--- src/rtl/tb_prefetch_server_pkg.sv ---
// Shared widths, request codes and FSM encoding for the traceback prefetch server.
// Optional feature macro: PF_STATS_EN (adds request / pad statistics counters).
package tb_prefetch_server_pkg;

    localparam int BP_WIDTH       = 2;
    localparam int POSITION_WIDTH = 10;
    localparam int PREFETCH_WIDTH = 5;
    localparam int BLOCK_SIZE     = 1 << PREFETCH_WIDTH;

    typedef enum logic [1:0] {
        REQ_NONE = 2'b00,
        REQ_CUR  = 2'b01,
        REQ_PF   = 2'b10,
        REQ_BAD  = 2'b11
    } req_e;

    typedef enum logic [1:0] {
        ST_IDLE  = 2'd0,
        ST_RUN   = 2'd1,
        ST_DRAIN = 2'd2
    } state_e;

    // Saturating 16-bit increment used by the statistics counters.
    function automatic logic [15:0] sat_inc16(input logic [15:0] v, input logic en);
        if (en && v != 16'hFFFF) return v + 16'd1;
        return v;
    endfunction

endpackage

--- src/rtl/tb_prefetch_server_pf_addr_gen.sv ---
// Per-sequence address generator: signed down-counter from the window start,
// read enable only for non-negative indices, and a registered pad flag that
// substitutes the PAD code on the data returned one cycle later.
// Optional feature macro: PF_STATS_EN (exports the pad flag for counting).
module pf_addr_gen
    import tb_prefetch_server_pkg::*;
#(
    parameter int              POS_W = POSITION_WIDTH,
    parameter int              BP_W  = BP_WIDTH,
    parameter logic [BP_W-1:0] PAD   = '0
) (
    input  logic             clk,
    input  logic             reset_i,
    input  logic             load,
    input  logic             issue,
    input  logic [POS_W-1:0] start,
    input  logic             vld,
    input  logic [BP_W-1:0]  rdata,
    output logic [POS_W-1:0] addr,
    output logic             rd,
    output logic [BP_W-1:0]  bp
`ifdef PF_STATS_EN
    ,
    output logic             pad
`endif
);

    // One extra bit so start-k below zero is visible as the MSB.
    logic [POS_W:0] cnt;
    logic           pad_q;
    logic           neg;

    assign neg  = cnt[POS_W];
    assign rd   = issue & ~neg;
    assign addr = rd ? cnt[POS_W-1:0] : '0;
    // RAM data lands exactly one cycle after rd, aligned with the registered valid.
    assign bp   = vld ? (pad_q ? PAD : rdata) : '0;
`ifdef PF_STATS_EN
    assign pad  = vld & pad_q;
`endif

    // Down-count per issued element; remember whether the issued index was padded.
    always_ff @(posedge clk) begin
        if (reset_i) begin
            cnt   <= '0;
            pad_q <= 1'b0;
        end else begin
            if (load)
                cnt <= {1'b0, start};
            else if (issue)
                cnt <= cnt - {{POS_W{1'b0}}, 1'b1};
            if (issue)
                pad_q <= neg;
        end
    end

endmodule

--- config.mk ---
export PLATFORM = sky130hd
export DESIGN_NAME = pf_addr_gen
export DESIGN_NICKNAME = d
export VERILOG_FILES = /design/src/rtl/tb_prefetch_server_pkg.sv /design/src/rtl/tb_prefetch_server_pf_addr_gen.sv
export SDC_FILE = /design/constraint.sdc
export NUM_CORES = 1
export LEC_CHECK = 0
export CAP_MARGIN = 0
export CORE_UTILIZATION = 40
export CTS_CLUSTER_SIZE = 30
export DETAILED_ROUTE_END_ITERATION = 12
export PLACE_DENSITY = 0.81
export SLEW_MARGIN = 25
export SYNTH_ARGS = -nofsm -noshare
export SYNTH_HDL_FRONTEND = slang
export SYNTH_SLANG_ARGS = --single-unit
--- constraint.sdc ---
create_clock -name clk -period 2.55 [get_ports clk]
set_input_delay 0.51 -clock clk [delete_from_list [all_inputs] [get_ports clk]]
set_output_delay 0.51 -clock clk [all_outputs]
set_load 0.01 [all_outputs]
==> metrics.txt <==
status=completed; area grow syn2layout=49.0%; Final ANT Viol Nets=0; Syn. warnings=0; Setup Fix Bufs, Post-CTS=0; Pleak=0.000428 uW; share of cells above drive strength 1=9.76%; fin nets=143; Hold Crit Class=flop to flop; WL/cell=13.4 um; Syn Nets=109; I/O pin count=30; maximum clock frequency=406 MHz; MaxCap Viol Count=0; CTS H-tree depth=1; Tot Pwr=484 uW; clk_lat worst skew=0.27 ns; Crit path top cell by count=clkdlybuf4s50_1; number of I/O port buffers=29; Tcrit/Tclk final=96.5%; drt drc=0; largest family of logic cells by synthesized area=simple AND/OR/NAND/NOR gates; DIE WIDTH=45.2 um; IR drop worst, VDD=0.000323 V; Post-Synth Simple-Gate Area=36.2%; CTS tree=built; Netlist cell types=37; post-synthesis cell count=91; mux cell area share after synthesis=2.68%; drt initial violations=6; largest net degree at the start of global routing=15; Post-Synth XOR/XNOR Area=3.52%; initial core utilization=42.7%; PwrDens=436 nW/um^2; register area share after synthesis=32.2%; GRT overflow=0; FP Rows=15; Worst setup SP type=primary input; max_slew headroom=65.8%; commonest cells in the netlist=12 x dfxtp_1, 9 x and2_1, 7 x nor2_1; worst path cell trace=clkdlybuf4s50_1 > nor2b_4 > buf_4 > and2_1 > clkdlybuf4s50_1; Detail Placement HPWL=1500 um; CP Class=primary input to output pin; Synth area leader=dfxtp_1; slowest CP cell=clkdlybuf4s50_1; Fin. Hold Viols=0; Clock transition at path regs=0.08 ns; async set-reset flop share out of synthesis=0%; Total Wirelength=1980 um; final slew viol count=0; clk buf depth=2; Finish-stage setup viols=0; Fill cells=165; Final GP Congestion=0.786; EDFF count, synth=0; post-synthesis compound-gate area fraction=18.0%; fin crit period=2.46 ns; via count=817; Worst EP arrival=1.95 ns; via/cell ratio=5.52; first-pass iteration count of the detailed router=4; vias in the first global route=779; Mapped Area=746 sq um; Crit path buffers/inverters=3; post-synth top area share=32.2%; CP max stage delay=0.55 ns; RSZ-0062 raised after global routing=no; Core Box Area=1750 sq um; actual slew at the worst max-slew pin=0.512 ns; Synth Register Bits=12; Post-Synth Adder-Cell Area=1.68%; Inserted Clock Buffers=3; first-pass GRT wire length=3170 um; hold slack=0.531 ns; total track usage=21.9%; setup tns final=0 ns; initial antenna violation count=0; die area=2040 sq um; largest cells by area after synthesis=dfxtp_1 32%, and2_1 7.6%, nor2_1 3.5%, a311oi_1 3.5%, a211oi_1 3.0%; clk_skew=0.000993 ns; crit path capture type=output pin; top_reg_cell synth=dfxtp_1; most common cell in the netlist=dfxtp_1; Clock Sinks=12; Max Fanout on Critical Path=3; die height=45.2 um; required time of the critical path=2.04 ns; crit-path leading delay family=buffers and inverters; syn avg cell area=8.19 sq um; clk root buf=clkbuf_4; n_diodes=0; Post-CTS Hold Fix Bufs=0
-- worst min-delay path, cell delays in order, from the launching register on --
cell and delay, ns:
dfxtp_1 0.35, mux2i_1 0.08, nor2_1 0.07
-- routing by layer --
| metal | GRT usage [%] | up-vias | wire length [um] |
|---|---|---|---|
| met3 | 4.40 | 6 | 85 |
| met5 | 0 | - | 0 |
| li1 | - | 406 | - |
| met2 | 38.0 | 27 | 1020 |
| met1 | 23.2 | 378 | 830 |
| met4 | 16.4 | 0 | 51 |
-- area by class of cell --
| type | instances | area [sq um] | area share, % |
|---|---|---|---|
| clock buffer | 3 | 22.5 | 2.03 |
| multi-input combinational | 69 | 470 | 42.3 |
| inverter | 5 | 18.8 | 1.69 |
| sequential | 12 | 240 | 21.6 |
| tap | 25 | 31.3 | 2.82 |
| timing repair buffer | 34 | 328 | 29.5 |
-- stage by stage --
step	instances	util, %	instance area, sq um	setup WS (ns)
finish	148	63.7	1110	0.0885
global route	148	63.7	1110	0.0206
CTS	148	63.2	1100	0.0218
detailed placement	145	61.9	1080	0.0323
global placement	145	61.9	1080	0.0600
floorplan	91	-	746	0.728
-- final timing paths --
path | start | end | slack [ns] | cells past startpoint
min reg2reg | pad_q | pad_q | 0.53 | 2
max | issue | addr[1] | 0.09 | 5
min | pad_q | pad_q | 0.53 | 2
max reg2reg | cnt[0] | cnt[9] | 0.78 | 3
-- sequential cells by signal, indices dropped and copies added, names as in the netlist --
name   cells
pad_q      1
cnt       11
-- logic make-up after synthesis --
kind of cell             count (synthesis)
AO/OA/AOI/OAI                           18
XOR/XNOR                                 3
adder cells (fa/ha/maj)                  1
buffers and inverters                   10
flip-flops                              12
multiplexers                             2
AND/OR/NAND/NOR                         45
-- where the power goes --
group	total, uW	switching (uW)	leakage (uW)	internal, uW
Combinational	143	60.5	0.000314	82.6
Clock	121	66.1	0.0000138	54.7
Sequential	221	19.6	0.0000993	201
Total	484	146	0.000428	338
-- what timing repair did --
item,4_1_cts,5_1_grt
hold endpoints to repair,0,0
gates resized for setup,0,2
setup endpoints to repair,0,9
-- layout by cell type (no fill, tap or decap), types with 2 or more instances in the layout --
cell type / synthesis / routed
nor2_1: 7 / 7
a21oi_1: 3 / 3
nor3_1: 2 / 2
and2_1: 9 / 9
xor2_1: 2 / 2
or4_1: 3 / 3
nor4b_1: 2 / 2
clkbuf_4: 0 / 3
dfxtp_1: 12 / 12
nand2_1: 6 / 6
o31ai_1: 3 / 3
mux2i_1: 2 / 2
buf_4: 1 / 5
or3_1: 2 / 2
inv_1: 5 / 5
a211oi_1: 3 / 3
nor4_1: 2 / 2
a311oi_1: 3 / 3
clkdlybuf4s50_1: 0 / 29
nand3_1: 2 / 2
and3b_1: 2 / 2
(Power assumes the default switching activity.)
